--- config.mk ---
export PLATFORM = sky130hd
export DESIGN_NAME = pe_mac_unit_flat
export DESIGN_NICKNAME = d
export VERILOG_FILES = /design/src/rtl/pe_pkg.sv /design/src/rtl/pe_mac_unit_if.sv /design/src/rtl/pe_mul_stage.sv /design/src/rtl/pe_mac_unit.sv /design/src/flat_wrapper.sv
export SDC_FILE = /design/constraint.sdc
export NUM_CORES = 1
export LEC_CHECK = 0
export CORE_ASPECT_RATIO = 1.2
export CORE_MARGIN = 2
export CORE_UTILIZATION = 68
export DETAILED_ROUTE_END_ITERATION = 12
export PLACE_DENSITY = 0.95
export REMOVE_ABC_BUFFERS = 1
export SLEW_MARGIN = 20
export SYNTH_ARGS = -nofsm -noshare
export SYNTH_HDL_FRONTEND = slang
export SYNTH_SLANG_ARGS = --single-unit
--- constraint.sdc ---
create_clock -name clk_i -period 23.9 [get_ports clk_i]
set_clock_uncertainty 0.2 [all_clocks]
set_input_delay 3.585 -clock clk_i [delete_from_list [all_inputs] [get_ports clk_i]]
set_output_delay 3.585 -clock clk_i [all_outputs]
set_load 0.05 [all_outputs]
--- src/rtl/pe_pkg.sv ---
// Shared definitions for the processing-element MAC: width derivation, saturation
// limits and accumulator arithmetic-mode constants.
package pe_pkg;

  // Widest accumulator the limit helpers can describe.
  localparam int unsigned MaxAccWidth = 128;

  // SAT_EN settings.
  localparam int unsigned SatWrap  = 0;
  localparam int unsigned SatClamp = 1;

  function automatic int unsigned acc_width(input int unsigned data_width);
    return 2 * data_width + 4;
  endfunction

  // Largest two's-complement value of the given width, right-aligned.
  function automatic logic [MaxAccWidth-1:0] sat_smax(input int unsigned width);
    return {MaxAccWidth{1'b1}} >> (MaxAccWidth - width + 1);
  endfunction

  // Most negative two's-complement value; callers truncate to their width.
  function automatic logic [MaxAccWidth-1:0] sat_smin(input int unsigned width);
    return {MaxAccWidth{1'b1}} << (width - 1);
  endfunction

  function automatic logic [MaxAccWidth-1:0] sat_umax(input int unsigned width);
    return {MaxAccWidth{1'b1}} >> (MaxAccWidth - width);
  endfunction

endpackage

--- src/rtl/pe_mac_unit_if.sv ---
// Operand, forwarding and result signals of one systolic PE. The slave side is the
// PE itself; the master side is whatever feeds and observes it.
interface pe_mac_unit_if
  import pe_pkg::*;
#(
  parameter int unsigned DATA_WIDTH = 16,
  parameter int unsigned ACC_WIDTH  = acc_width(DATA_WIDTH)
);

  logic [DATA_WIDTH-1:0] up_i;
  logic                  up_valid_i;
  logic [DATA_WIDTH-1:0] left_i;
  logic                  left_valid_i;
  logic                  signed_i;
  logic                  clear_i;

  logic [DATA_WIDTH-1:0] down_o;
  logic                  down_valid_o;
  logic [DATA_WIDTH-1:0] right_o;
  logic                  right_valid_o;
  logic [ACC_WIDTH-1:0]  res_o;
  logic                  res_valid_o;
  logic                  ovf_o;

  modport slave (
    input  up_i, up_valid_i, left_i, left_valid_i, signed_i, clear_i,
    output down_o, down_valid_o, right_o, right_valid_o, res_o, res_valid_o, ovf_o
  );

  modport master (
    output up_i, up_valid_i, left_i, left_valid_i, signed_i, clear_i,
    input  down_o, down_valid_o, right_o, right_valid_o, res_o, res_valid_o, ovf_o
  );

endinterface

--- src/rtl/pe_mul_stage.sv ---
// Stage 1 of the MAC: registered signed/unsigned multiply, extended to the
// accumulator width, with its valid bit and the operand mode it was taken in.
module pe_mul_stage
  import pe_pkg::*;
#(
  parameter int unsigned DATA_WIDTH = 16,
  parameter int unsigned ACC_WIDTH  = acc_width(DATA_WIDTH)
) (
  input  logic                  clk_i,
  input  logic                  rst_i,
  input  logic                  fire_i,
  input  logic                  signed_i,
  input  logic [DATA_WIDTH-1:0] a_i,
  input  logic [DATA_WIDTH-1:0] b_i,
  output logic [ACC_WIDTH-1:0]  prod_o,
  output logic                  prod_valid_o,
  output logic                  prod_signed_o
);

  localparam int unsigned ProdWidth = 2 * DATA_WIDTH;

  logic signed [ProdWidth-1:0] prod_s;
  logic        [ProdWidth-1:0] prod_u;
  logic        [ACC_WIDTH-1:0] prod_ext;

  logic [ACC_WIDTH-1:0] prod_q;
  logic                 prod_valid_q;
  logic                 prod_signed_q;

  always_comb begin
    prod_s   = ProdWidth'($signed(a_i)) * ProdWidth'($signed(b_i));
    prod_u   = ProdWidth'(a_i) * ProdWidth'(b_i);
    // The signed cast sign-extends; the unsigned one zero-extends.
    prod_ext = signed_i ? ACC_WIDTH'(prod_s) : ACC_WIDTH'(prod_u);
  end

  always_ff @(posedge clk_i) begin
    if (rst_i) begin
      prod_q        <= '0;
      prod_valid_q  <= 1'b0;
      prod_signed_q <= 1'b0;
    end else begin
      prod_valid_q <= fire_i;
      if (fire_i) begin
        prod_q        <= prod_ext;
        prod_signed_q <= signed_i;
      end
    end
  end

  assign prod_o        = prod_q;
  assign prod_valid_o  = prod_valid_q;
  assign prod_signed_o = prod_signed_q;

endmodule

--- src/rtl/pe_mac_unit.sv ---
// Systolic-array processing element: forwards operands east/south and accumulates
// K_LEN products per window into a saturating or wrapping accumulator.
module pe_mac_unit
  import pe_pkg::*;
#(
  parameter int unsigned DATA_WIDTH = 16,
  parameter int unsigned ACC_WIDTH  = acc_width(DATA_WIDTH),
  parameter int unsigned K_LEN      = 4,
  parameter int unsigned SAT_EN     = SatClamp
) (
  input logic          clk_i,
  input logic          rst_i,
  pe_mac_unit_if.slave bus
);

  localparam int unsigned CntWidth = (K_LEN > 1) ? $clog2(K_LEN) : 1;
  localparam logic [CntWidth-1:0] CntLast = CntWidth'(K_LEN - 1);

  if (ACC_WIDTH < 2 * DATA_WIDTH) begin : g_bad_acc_width
    $error("pe_mac_unit: ACC_WIDTH must be at least 2*DATA_WIDTH");
  end
  if (ACC_WIDTH > MaxAccWidth) begin : g_acc_too_wide
    $error("pe_mac_unit: ACC_WIDTH exceeds MaxAccWidth");
  end
  if (K_LEN < 1) begin : g_bad_k_len
    $error("pe_mac_unit: K_LEN must be at least 1");
  end

  logic fire;

  logic [ACC_WIDTH-1:0] prod;
  logic                 prod_valid;
  logic                 prod_signed;

  logic [DATA_WIDTH-1:0] down_q, right_q;
  logic                  down_valid_q, right_valid_q;

  logic [ACC_WIDTH-1:0] acc_q, acc_d;
  logic [CntWidth-1:0]  cnt_q, cnt_d;
  logic                 sticky_q, sticky_d;
  logic [ACC_WIDTH-1:0] res_q, res_d;
  logic                 res_valid_q, res_valid_d;
  logic                 ovf_q, ovf_d;

  logic [ACC_WIDTH:0]   sum_ext;
  logic [ACC_WIDTH-1:0] sum;
  logic [ACC_WIDTH-1:0] limit;
  logic [ACC_WIDTH-1:0] acc_add;
  logic                 add_ovf;
  logic                 window_end;

  assign fire = bus.up_valid_i & bus.left_valid_i & ~bus.clear_i;

  pe_mul_stage #(
    .DATA_WIDTH(DATA_WIDTH),
    .ACC_WIDTH (ACC_WIDTH)
  ) u_mul (
    .clk_i        (clk_i),
    .rst_i        (rst_i),
    .fire_i       (fire),
    .signed_i     (bus.signed_i),
    .a_i          (bus.up_i),
    .b_i          (bus.left_i),
    .prod_o       (prod),
    .prod_valid_o (prod_valid),
    .prod_signed_o(prod_signed)
  );

  // Accumulate datapath: overflow is judged in the mode the product was taken in.
  always_comb begin
    sum_ext = {1'b0, acc_q} + {1'b0, prod};
    sum     = sum_ext[ACC_WIDTH-1:0];

    if (prod_signed) begin
      add_ovf = (acc_q[ACC_WIDTH-1] == prod[ACC_WIDTH-1]) &&
                (sum[ACC_WIDTH-1] != acc_q[ACC_WIDTH-1]);
    end else begin
      add_ovf = sum_ext[ACC_WIDTH];
    end

    if (!prod_signed) begin
      limit = ACC_WIDTH'(sat_umax(ACC_WIDTH));
    end else if (acc_q[ACC_WIDTH-1]) begin
      limit = ACC_WIDTH'(sat_smin(ACC_WIDTH));
    end else begin
      limit = ACC_WIDTH'(sat_smax(ACC_WIDTH));
    end

    acc_add = sum;
    if (SAT_EN == SatClamp) begin
      // Once clamped, the accumulator is pinned until the window closes.
      if (sticky_q) begin
        acc_add = acc_q;
      end else if (add_ovf) begin
        acc_add = limit;
      end
    end
  end

  always_comb begin
    acc_d       = acc_q;
    cnt_d       = cnt_q;
    sticky_d    = sticky_q;
    res_d       = res_q;
    ovf_d       = ovf_q;
    res_valid_d = 1'b0;
    window_end  = prod_valid && (cnt_q == CntLast);

    if (bus.clear_i) begin
      acc_d    = '0;
      cnt_d    = '0;
      sticky_d = 1'b0;
    end else if (prod_valid) begin
      if (window_end) begin
        res_d       = acc_add;
        res_valid_d = 1'b1;
        ovf_d       = sticky_q | add_ovf;
        acc_d       = '0;
        cnt_d       = '0;
        sticky_d    = 1'b0;
      end else begin
        acc_d    = acc_add;
        cnt_d    = cnt_q + 1'b1;
        sticky_d = sticky_q | add_ovf;
      end
    end
  end

  always_ff @(posedge clk_i) begin
    if (rst_i) begin
      down_q        <= '0;
      down_valid_q  <= 1'b0;
      right_q       <= '0;
      right_valid_q <= 1'b0;
      acc_q         <= '0;
      cnt_q         <= '0;
      sticky_q      <= 1'b0;
      res_q         <= '0;
      res_valid_q   <= 1'b0;
      ovf_q         <= 1'b0;
    end else begin
      down_q        <= bus.up_i;
      down_valid_q  <= bus.up_valid_i;
      right_q       <= bus.left_i;
      right_valid_q <= bus.left_valid_i;
      acc_q         <= acc_d;
      cnt_q         <= cnt_d;
      sticky_q      <= sticky_d;
      res_q         <= res_d;
      res_valid_q   <= res_valid_d;
      ovf_q         <= ovf_d;
    end
  end

  assign bus.down_o        = down_q;
  assign bus.down_valid_o  = down_valid_q;
  assign bus.right_o       = right_q;
  assign bus.right_valid_o = right_valid_q;
  assign bus.res_o         = res_q;
  assign bus.res_valid_o   = res_valid_q;
  assign bus.ovf_o         = ovf_q;

endmodule

--- src/flat_wrapper.sv ---
// flat-port wrapper written by rule: the top's interface ports become plain ports
module pe_mac_unit_flat import pe_pkg::*;
#(
  parameter int unsigned DATA_WIDTH = 16,
  parameter int unsigned ACC_WIDTH  = acc_width(DATA_WIDTH),
  parameter int unsigned K_LEN      = 4,
  parameter int unsigned SAT_EN     = SatClamp
)
  (clk_i, rst_i, bus_up_i, bus_up_valid_i, bus_left_i, bus_left_valid_i, bus_signed_i, bus_clear_i, bus_down_o, bus_down_valid_o, bus_right_o, bus_right_valid_o, bus_res_o, bus_res_valid_o, bus_ovf_o);
  pe_mac_unit_if #(.DATA_WIDTH(DATA_WIDTH), .ACC_WIDTH(ACC_WIDTH)) bus_i ();
  input logic clk_i;
  input logic rst_i;
  input wire logic [$bits(bus_i.up_i)-1:0] bus_up_i;
  input wire logic [$bits(bus_i.up_valid_i)-1:0] bus_up_valid_i;
  input wire logic [$bits(bus_i.left_i)-1:0] bus_left_i;
  input wire logic [$bits(bus_i.left_valid_i)-1:0] bus_left_valid_i;
  input wire logic [$bits(bus_i.signed_i)-1:0] bus_signed_i;
  input wire logic [$bits(bus_i.clear_i)-1:0] bus_clear_i;
  output wire logic [$bits(bus_i.down_o)-1:0] bus_down_o;
  output wire logic [$bits(bus_i.down_valid_o)-1:0] bus_down_valid_o;
  output wire logic [$bits(bus_i.right_o)-1:0] bus_right_o;
  output wire logic [$bits(bus_i.right_valid_o)-1:0] bus_right_valid_o;
  output wire logic [$bits(bus_i.res_o)-1:0] bus_res_o;
  output wire logic [$bits(bus_i.res_valid_o)-1:0] bus_res_valid_o;
  output wire logic [$bits(bus_i.ovf_o)-1:0] bus_ovf_o;
  assign bus_i.up_i = bus_up_i;
  assign bus_i.up_valid_i = bus_up_valid_i;
  assign bus_i.left_i = bus_left_i;
  assign bus_i.left_valid_i = bus_left_valid_i;
  assign bus_i.signed_i = bus_signed_i;
  assign bus_i.clear_i = bus_clear_i;
  assign bus_down_o = bus_i.down_o;
  assign bus_down_valid_o = bus_i.down_valid_o;
  assign bus_right_o = bus_i.right_o;
  assign bus_right_valid_o = bus_i.right_valid_o;
  assign bus_res_o = bus_i.res_o;
  assign bus_res_valid_o = bus_i.res_valid_o;
  assign bus_ovf_o = bus_i.ovf_o;
  pe_mac_unit #(.DATA_WIDTH(DATA_WIDTH), .ACC_WIDTH(ACC_WIDTH), .K_LEN(K_LEN), .SAT_EN(SAT_EN)) u_core (.clk_i(clk_i), .rst_i(rst_i), .bus(bus_i));
endmodule
After elaboration in Yosys (flattened, before gate mapping)
Cells that the tools add are included.
W data, S select, Z words.
{ "word_totals": {"regBits": 149, "in_bits": 38, "out_inout_bits": 72} }
{ "op_classes": {"add_sub_neg": 2, "mul": 2, "n_eq_ne": 3, "muxes": 10, "n_bitwise": 5, "reduce_logical": 5} }
{ "ops": {"columns": ["op", "n"], "rows": [
  ["$mux W36", 6],
  ["$mul A16 B16 Y32", 2],
  ["$add A36 B36 Y37", 1],
  ["$mux W1", 3],
  ["$reduce_and A3 Y1", 1],
  ["$reduce_or A3 Y1", 1],
  ["$add A2 B1 Y2 const B", 1],
  ["$and A1 B1 Y1", 2],
  ["$eq A2 B2 Y1 const B", 1],
  ["$logic_and A1 B1 Y1", 2],
  ["$mux W2", 1],
  ["$not A1 Y1", 2],
  ["$reduce_or A2 Y1", 1],
  ["$eq A1 B1 Y1", 1],
  ["$ne A1 B1 Y1", 1],
  ["$or A1 B1 Y1", 1]
]} }

Logic depth before layout (Yosys ltp)
Gate-level depths: netlist of run 1.
{ "logic_depth": {"depth_word": 7, "ltp_mapped": 26, "depth_no_buf": 25} }

Hierarchy
Synthesis of run 1 repeated with hierarchy kept, for this count alone.
{ "unflattened": {"cells_unflattened": 2589, "area_unflattened_um2": 22547.9} }
{ "modules_own_cells": {"columns": ["module", "n_inst", "cells_per_inst", "area_per_inst_um2", "seq_area_each_um2"], "rows": [
  ["pe_mul_stage", 1, 1785, 15954.1, 700.7],
  ["pe_mac_unit", 1, 804, 6593.8, 2222.1]
]} }

Worst setup path after synthesis of run 1
OpenSTA, ideal clock, no wires.
{ "synth_path": {"path_type": "input to register", "startpoint": "in bus_up_i[8]", "endpoint": "reg u_core.u_mul.prod_q[24] (netlist: u_core.u_mul.prod_o[24])", "setup_ns": 0.088, "arrival_ns": 9.792, "t_required_ns": 23.612, "slack_ns": 13.820, "stages": 22, "path_buffers": 2, "path_cell_list": "clkbuf_1 clkbuf_1 nand2_1 fa_1 fa_1 inv_1 fa_1 fa_1 inv_1 fa_1 inv_1 fa_1 ha_1 a21o_1 a221o_1 a21o_1 a31o_2 a311o_2 a21o_1 a2111oi_4 o41ai_1 nor4_2"} }
{ "synth_via": {"elab_chain_len": 2, "word_cells_on_any_way": 3} }
{ "synth_lines": {"columns": ["item", "line_no", "rtl"], "rows": [
  ["from (decl)", "flat_wrapper.sv:13", "input wire logic [$bits(bus_i.up_i)-1:0] bus_up_i;"],
  ["$mul A16 B16 Y32 (on tied branches)", "pe_mul_stage.sv:32, pe_mul_stage.sv:31", null],
  ["$mux W36 (*)", "pe_mul_stage.sv:34", "prod_ext = signed_i ? ACC_WIDTH'(prod_s) : ACC_WIDTH'(prod_u);"],
  ["to (signal assigned)", "pe_mul_stage.sv:45", "prod_q <= prod_ext;"],
  ["to (decl)", "pe_mul_stage.sv:26", "logic [ACC_WIDTH-1:0] prod_q;"]
]} }
Every way passes the cells marked *; elsewhere a longest branch is shown, timed or not.
A chain may end at the register's enable or synchronous reset.

Final worst setup path of run 1
{ "layout_path": {"startpoint": "in bus_left_i[15]", "endpoint": "reg u_core.u_mul.prod_q[30] (netlist: u_core.u_mul.prod_o[30])"} }
{ "layout_via": {"elab_chain_len": 2, "word_cells_on_any_way": 3} }
{ "layout_lines": {"columns": ["item", "line_no", "rtl"], "rows": [
  ["from (decl)", "flat_wrapper.sv:15", "input wire logic [$bits(bus_i.left_i)-1:0] bus_left_i;"],
  ["$mul A16 B16 Y32 (on tied branches)", "pe_mul_stage.sv:32, pe_mul_stage.sv:31", null],
  ["$mux W36 (*)", "pe_mul_stage.sv:34", null]
]} }
Marks and branches as above.

==> results of run 1 <==
stage by stage:
step                setup slack, ps    util  instance area (um2)  hold slack, ps
floorplan                     14200       -                20940           229.5
global placement              12950  0.7377                22610           243.9
detailed placement            12730  0.7377                22610           241.5
CTS                           13110  0.7570                23200           252.0
global route                  12670  0.7570                23200           288.8
finish                        13010  0.7570                23200           252.8
cell usage after synthesis, types with 4 or more instances:
| cell type | n | share of area |
|---|---|---|
| a22oi_1 | 22 | 0.0078 |
| o41ai_1 | 6 | 0.0025 |
| o211ai_1 | 19 | 0.0067 |
| nor3_1 | 34 | 0.0080 |
| xor2_1 | 32 | 0.013 |
| o21bai_1 | 11 | 0.0039 |
| o31ai_1 | 9 | 0.0032 |
| nor2b_1 | 44 | 0.013 |
| fa_1 | 367 | 0.35 |
| a31oi_1 | 12 | 0.0035 |
| a21o_2 | 4 | 0.0016 |
| inv_1 | 477 | 0.084 |
| a31o_2 | 4 | 0.0016 |
| dfxtp_1 | 146 | 0.14 |
| a21boi_0 | 6 | 0.0021 |
| a21o_1 | 25 | 0.0088 |
| nand3_1 | 18 | 0.0042 |
| o21ai_1 | 12 | 0.0028 |
| and2_1 | 123 | 0.036 |
| buf_4 | 4 | 0.0014 |
| clkbuf_1 | 69 | 0.012 |
| nand2_1 | 242 | 0.043 |
| or3_1 | 5 | 0.0015 |
| o22ai_1 | 7 | 0.0021 |
| a32oi_1 | 6 | 0.0025 |
| nand2b_1 | 15 | 0.0044 |
| ha_1 | 189 | 0.11 |
| and3_1 | 10 | 0.0029 |
| nor2_1 | 127 | 0.022 |
| nand4_1 | 8 | 0.0024 |
| a211oi_1 | 20 | 0.0071 |
| xnor2_1 | 59 | 0.024 |
| o21ai_0 | 123 | 0.029 |
| or2_2 | 4 | 0.0012 |
| a21oi_1 | 96 | 0.023 |
cell type report:
type                       count  share of cell area
tap                          396             0.02135
clock inverter                15            0.007171
timing repair buffer         117             0.04939
sequential                   146              0.1260
multi-input combinational   1706              0.7005
clock buffer                  17             0.01833
inverter                     478             0.07732
per-layer routing:
metal  share of wire  wire length, um
met2            0.52            29940
met4           0.073             4234
met5               0                0
met3           0.063             3640
met1            0.35            20250
registers in the layout (all words and copies together) (netlist names), 2 cells and up:
| name | flops |
|---|---|
| u_core.bus.down_o | 16 |
| u_core.u_mul.prod_o | 33 |
| u_core.bus.res_o | 36 |
| u_core.cnt_q | 2 |
| u_core.bus.right_o | 16 |
| u_core.acc_q | 36 |
kinds of logic after synthesis:
logic type	count (synthesis)
adder cells (fa/ha/maj)	556
AO/OA/AOI/OAI	412
buffers and inverters	555
AND/OR/NAND/NOR	643
XOR/XNOR	91
flip-flops	146
multiplexers	4
path summary, 6_finish.rpt:
check / end / slack [ps] / depth (start not counted)
setup / recovery: u_core.u_mul.prod_o[30]$_SDFFE_PP0P_ / 13010 / 24
hold / removal: u_core.bus.res_o[22]$_SDFFE_PP0P_ / 250 / 2
setup reg to reg: u_core.bus.res_o[5]$_SDFFE_PP0P_ / 19430 / 11
hold reg to reg: u_core.bus.res_o[22]$_SDFFE_PP0P_ / 250 / 2
worst max-delay path: cells and delay by family:
| kind | cells | cell delay [ps] |
|---|---|---|
| xor+xnor | 1 | 140 |
| fa+ha+maj | 7 | 3220 |
| buf+inv | 6 | 1980 |
| simple gates | 3 | 720 |
| compound gates | 7 | 1390 |
==> metrics.yaml, run 1 <==
clockRootBuffer: "clkbuf_16"
totalWireLength_mm: 58.07
worstMarginPinSlew_ps: 1106
drv_cap: 0
crit_chain: "clkdlybuf4s50_1 > clkinv_1 > nor2_1 > fa_1 > inv_1 > fa_1 > fa_1 > inv_1 > fa_1 > fa_1 > inv_1 > fa_1 > inv_1 > ha_1 > a21o_1 > a21oi_1 > o21ai_0 > and3_1 > o21ai_0 > nand3_1 > a31oi_1 > o21ai_0 > xnor2_1 > a211oi_1"
cp_max_fo: 18
cts_tree: "done"
cp-end-kind: "flop"
cts-resized-gates: 0
antenna-diode-count: 0
synthDistinctLibCells: 70
area_delta_synth_final_pct: 9.229
antenna_found_initial: 0
synth-simple-area-share: 0.1451
grt_pass1_vias: 18940
die_x_um: 165.4
synth_fa_ha_area_frac: 0.4572
first_iter_violations: 1250
yosys_warnings: 0
syn-cell-area_um2: 21240
max_freq_mhz: 91.80
period_share: 0.4558
setup_violations: 0
num_vias: 17420
firstDrtPassIters: 6
path_common_cell: "fa_1"
yosysSeqAreaShare: 0.1376
rows: 70
synth_edf_count: 0
worstPathArrival_ps: 11060
gp_congestion: 0.9307
grt_max_degree: 46
nNetsFinal: 3060
cpPeakStageDelay_ps: 950
muxShareOfSynthArea: 0.001944
hold_viol_final: 0
final_cell_mix: "inv_1 (477), fa_1 (367), nand2_1 (242), ha_1 (189), dfxtp_1 (146)"
rsz0062_at_grt: "no"
min-delay-start: "u_core.bus.res_o[22]$_SDFFE_PP0P_"
cts_buffers: 17
fin_cells: 2875
synth.avg_cell_area_um2: 8.826
multi_input_area_um2: 16250
crit_required_ps: 24070
fin_setup_tns_ps: 0
die_y_um: 197.6
gr-usage-met2: 0.6529
drive_gt1_frac: 0.02743
grt_pass1_wl_mm: 93.02
grtUsageMet3: 0.06047
period_minus_slack_ps: 10890
cts_hold_buf: 0
hp-class: "flop to flop"
dp_hpwl_mm: 45.65
gr-usage-met1: 0.4090
globalRoute.busiestLayer: "met2"
track_usage: 0.3702
crit_type: "input pin to flop"
syn_inst: 2407
ant_nets: 0
path_clk_slew_ps: 80
synth_top_family_by_area: "adder cells"
drt-wirelength-per-cell_um: 20.20
drc: 0
via_per_inst: 6.060
startpoint: "bus_left_i[15]"
clk_path_buf_depth: 2
post_cts_buffers: 0
cp_slowest_cell: "clkdlybuf4s50_1"
mostFrequentLayoutCell: "inv_1"
dp_cells: 2843
r2r-start: "u_core.u_mul.prod_o[12]$_SDFFE_PP0P_"
cts.sinks: 146
start_kind: "input pin"
core-area_um2: 30650
maxSlewViolCount: 0
outcome: "finished, final reports clean"
htreeDepth: 4
register_area_um2: 2923
num-fill-cells: 2137
overflow: 0
synthXorXnorAreaFrac: 0.03752
yosys_most_used_dff: "dfxtp_1"
port_buffers: 109
async_flop_share: 0
pin_count: 110
relSlewSlack: 0.2600
clock_latency_ps: 460
synth.ff_latch_count: 146
dieArea_um2: 32680
initial_core_util: 0.6930
synth_compound_area_frac: 0.1219
Power of run 1 is not shown: default switching activity piles up to over one toggle a cycle in this logic, so the estimate is an artifact.
==> run 2: changes to the inputs <==
--- a/config.mk
+++ b/config.mk
@@ -7,9 +7,9 @@
 export LEC_CHECK = 0
 export CORE_ASPECT_RATIO = 1.2
 export CORE_MARGIN = 2
-export CORE_UTILIZATION = 68
+export CORE_UTILIZATION = 57
 export DETAILED_ROUTE_END_ITERATION = 12
-export PLACE_DENSITY = 0.95
+export PLACE_DENSITY = 0.9
 export REMOVE_ABC_BUFFERS = 1
 export SLEW_MARGIN = 20
 export SYNTH_ARGS = -nofsm -noshare
==> constraint.sdc (replaced) <==
create_clock -name clk_i -period 9.59 [get_ports clk_i]
set_clock_uncertainty 0.2 [all_clocks]
set_input_delay 1.4385 -clock clk_i [delete_from_list [all_inputs] [get_ports clk_i]]
set_output_delay 1.4385 -clock clk_i [all_outputs]
set_load 0.05 [all_outputs]
==> metrics.yaml, run 2 (synthesis results as in run 1) <==
outcome: "finished, final reports clean"
cts_tree: "done"
grt_max_degree: 46
htreeDepth: 4
drive_gt1_frac: 0.03521
pre_cts_ws_ps: 612.6
num-fill-cells: 2908
track_usage: 0.2986
first_iter_violations: 1261
dp_cells: 2941
start_kind: "input pin"
cp-end-kind: "flop"
setup_violations: 0
worst_slack_ps: 1003
reg2regPathDepth: 11
relSlewSlack: 0.3667
drt-wirelength-per-cell_um: 18.90
hold_depth: 2
crit_required_ps: 9760
die_y_um: 215.5
num_vias: 17280
rsz0062_at_grt: "no"
dieArea_um2: 38840
post_cts_buffers: 0
core-area_um2: 36800
port_buffers: 109
cts-resized-gates: 0
worstPathArrival_ps: 8760
min-delay-start: "u_core.bus.res_o[30]$_SDFFE_PP0P_"
totalWireLength_mm: 56.20
worst-r2r-setup-slack_ps: 5240
hp-class: "flop to flop"
hold_end: "u_core.bus.res_o[30]$_SDFFE_PP0P_"
rr_endpoint: "u_core.bus.res_o[15]$_SDFFE_PP0P_"
cp_max_fo: 17
clk_path_buf_depth: 2
grt_pass1_wl_mm: 92.27
period_share: 0.8955
via_per_inst: 5.812
mostFrequentLayoutCell: "inv_1"
maxSlewViolCount: 0
area_delta_synth_final_pct: 10.52
initial_core_util: 0.5772
multi_input_area_um2: 16240
clockRootBuffer: "clkbuf_16"
drv_cap: 0
ant_nets: 0
register_area_um2: 2923
nNetsFinal: 3080
final_cell_mix: "inv_1 (477), fa_1 (367), nand2_1 (242), ha_1 (189), dfxtp_1 (146)"
max_freq_mhz: 116.4
period_minus_slack_ps: 8588
fin_setup_tns_ps: 0
grt_pass1_vias: 18580
r2r-start: "u_core.u_mul.prod_o[12]$_SDFFE_PP0P_"
drc: 0
fin_cells: 2973
gp_congestion: 0.9273
pin_count: 110
antenna_found_initial: 2
overflow: 0
firstDrtPassIters: 5
cts_hold_buf: 0
rows: 77
die_x_um: 180.2
antenna-diode-count: 0
cts.sinks: 146
cts_buffers: 17
crit_type: "input pin to flop"
dp_hpwl_mm: 45.51
path_clk_slew_ps: 70
hold_viol_final: 0
worstMarginPinSlew_ps: 949.9
clock_latency_ps: 470
[run 2: cell count changes in the layout (fill, tap and decap cells not counted), sizes merged]
cell,before,now
bufinv,1,3
inv,485,486
buf,9,29
clkinv,6,3
[run 2: area by class of cell]
type	instances	share of cell area
Multi-Input combinational cell	1706	0.6915
Inverter	478	0.07642
Clock buffer	17	0.01812
Clock inverter	15	0.009006
Timing Repair Buffer	137	0.05521
Tap cell	474	0.02526
Sequential cell	146	0.1245
[run 2: how the worst max path moves through the flow]
stage,from,endpoint,slack (ps)
final,bus_left_i[4],u_core.u_mul.prod_o[30]$_SDFFE_PP0P_,1000
after CTS,bus_left_i[4],u_core.u_mul.prod_o[30]$_SDFFE_PP0P_,1070
after global placement,bus_left_i[4],u_core.u_mul.prod_o[24]$_SDFFE_PP0P_,790
after floorplan,bus_left_i[4],u_core.u_mul.prod_o[24]$_SDFFE_PP0P_,2030
after detailed placement,bus_left_i[4],u_core.u_mul.prod_o[30]$_SDFFE_PP0P_,610
after global routing,bus_left_i[4],u_core.u_mul.prod_o[30]$_SDFFE_PP0P_,800
[run 2: worst max-delay path, cell delays in order]
cell and delay, ps:
clkdlybuf4s50_1 830, and2_1 410, fa_1 540, inv_1 50
fa_1 470, inv_1 50, fa_1 490, fa_1 600
inv_1 60, fa_1 480, inv_1 50, fa_1 450
ha_1 350, a21o_1 180, a221o_1 380, a21o_1 190
a31o_2 250, a311o_2 490, a221oi_1 350, a21oi_1 130
xor2_1 160, o22ai_1 110, a211oi_1 230
[run 2: metrics by stage]
step,cell area (um2),hold slack (ps),util
global placement,22840,230.1,0.6207
detailed placement,22840,248.1,0.6207
CTS,23480,257.8,0.6380
global route,23480,292.3,0.6380
floorplan,20940,229.5,-
finish,23480,258.1,0.6380
[run 2: layer usage]
layer,wire length [um],track usage
met5,14,0
met4,2759,0.1398
met3,3551,0.04877
met2,29240,0.5326
met1,20630,0.3512
Power of run 2 is left out for the same reason.
==> run 3: changes to the inputs <==
--- a/config.mk
+++ b/config.mk
@@ -9,6 +9,7 @@
 export CORE_MARGIN = 2
 export CORE_UTILIZATION = 57
 export DETAILED_ROUTE_END_ITERATION = 12
+export GPL_TIMING_DRIVEN = 0
 export PLACE_DENSITY = 0.9
 export REMOVE_ABC_BUFFERS = 1
 export SLEW_MARGIN = 20
==> metrics.yaml, run 3 (synthesis results as in run 1) <==
gp_congestion: 0.9145
r2r-start: "u_core.u_mul.prod_o[12]$_SDFFE_PP0P_"
dieArea_um2: 38840
num_vias: 17310
initial_core_util: 0.5772
start_kind: "input pin"
fin_cells: 2954
grt_pass1_vias: 18870
drc: 0
rsz0062_at_grt: "no"
totalWireLength_mm: 55.17
grt_max_degree: 63
die_x_um: 180.2
core-area_um2: 36800
clockRootBuffer: "clkbuf_16"
reg2regPathDepth: 11
cts_tree: "done"
grt_pass1_wl_mm: 90.58
first_iter_violations: 1013
cp_max_fo: 18
relSlewSlack: 0.2891
firstDrtPassIters: 5
hold_end: "u_core.bus.res_o[35]$_SDFFE_PP0P_"
max_freq_mhz: 109.1
maxSlewViolCount: 0
hold_viol_final: 0
overflow: 0
area_delta_synth_final_pct: 10.24
dp_cells: 2922
antenna-diode-count: 0
mostFrequentLayoutCell: "inv_1"
post_cts_buffers: 0
drt-wirelength-per-cell_um: 18.68
cp-end-kind: "flop"
pin_count: 110
path_clk_slew_ps: 70
track_usage: 0.2900
die_y_um: 215.5
via_per_inst: 5.860
clock_latency_ps: 470
nNetsFinal: 3061
drv_cap: 0
crit_type: "input pin to flop"
crit_required_ps: 9760
cts.sinks: 146
period_minus_slack_ps: 9166
cts_buffers: 17
htreeDepth: 4
worstMarginPinSlew_ps: 1065
hp-class: "flop to flop"
ant_nets: 0
period_share: 0.9558
dp_hpwl_mm: 44.31
clk_path_buf_depth: 2
rr_endpoint: "u_core.bus.res_o[27]$_SDFFE_PP0P_"
worstPathArrival_ps: 9340
antenna_found_initial: 0
worst-r2r-setup-slack_ps: 5220
hold_depth: 2
cts_hold_buf: 0
port_buffers: 109
cts-resized-gates: 0
rows: 77
fin_setup_tns_ps: 0
final_cell_mix: "inv_1 (477), fa_1 (367), nand2_1 (242), ha_1 (189), dfxtp_1 (146)"
min-delay-start: "u_core.bus.res_o[35]$_SDFFE_PP0P_"
drive_gt1_frac: 0.02823
setup_violations: 0
outcome: "finished, final reports clean"
==> run 3: how the worst max path moves through the flow <==
stage	from	slack, ps	to
5_1_grt	bus_left_i[15]	110	u_core.u_mul.prod_o[31]$_SDFFE_PP0P_
6_report	bus_left_i[15]	420	u_core.u_mul.prod_o[31]$_SDFFE_PP0P_
3_5_place_dp	bus_left_i[15]	170	u_core.u_mul.prod_o[31]$_SDFFE_PP0P_
2_1_floorplan	bus_left_i[4]	2030	u_core.u_mul.prod_o[24]$_SDFFE_PP0P_
3_3_place_gp	bus_left_i[15]	300	u_core.u_mul.prod_o[31]$_SDFFE_PP0P_
4_1_cts	bus_left_i[15]	600	u_core.u_mul.prod_o[31]$_SDFFE_PP0P_
==> run 3: cell type report <==
| cell class | instances | area, um2 |
|---|---|---|
| multi-input combinational | 1706 | 16250 |
| fill | 2824 | 13380 |
| sequential | 146 | 2923 |
| inverter | 478 | 1794 |
| timing repair buffer | 118 | 1244 |
| tap | 474 | 593.1 |
| clock buffer | 17 | 425.4 |
| clock inverter | 15 | 186.4 |
==> run 3: worst max-delay path: stages <==
cell and delay, ps:
clkdlybuf4s50_1 1020, clkinv_1 930, nor2_1 390, fa_1 440, inv_1 90, fa_1 440, fa_1 530, inv_1 80
fa_1 410, fa_1 520, inv_1 50, fa_1 470, inv_1 40, ha_1 340, a21oi_1 330, o21bai_1 100
a21oi_1 260, nand3b_1 110, a31oi_1 290, o21ai_0 200, o41ai_1 380, xnor2_1 230, nor2_1 70, a211oi_1 190
==> run 3: stage by stage <==
| stage | hold slack, ps | cell area, um2 | setup slack (ps) | util |
|---|---|---|---|---|
| finish | 252.4 | 23420 | 423.6 | 0.6363 |
| global route | 289.9 | 23420 | 106.6 | 0.6363 |
| CTS | 258.3 | 23420 | 603.4 | 0.6363 |
| detailed placement | 248.1 | 22810 | 171.1 | 0.6197 |
| global placement | 234.1 | 22620 | 301.9 | 0.6147 |
| floorplan | 229.5 | 20940 | 2035 | - |
==> run 3: per-layer routing <==
layer	vias to the layer above	GRT usage	share of wire
li1	7740	-	-
met1	8621	0.3213	0.36
met2	722	0.5265	0.53
met3	227	0.04961	0.059
met4	0	0.1602	0.052
met5	-	0	0
Power of run 3 is left out for the same reason.
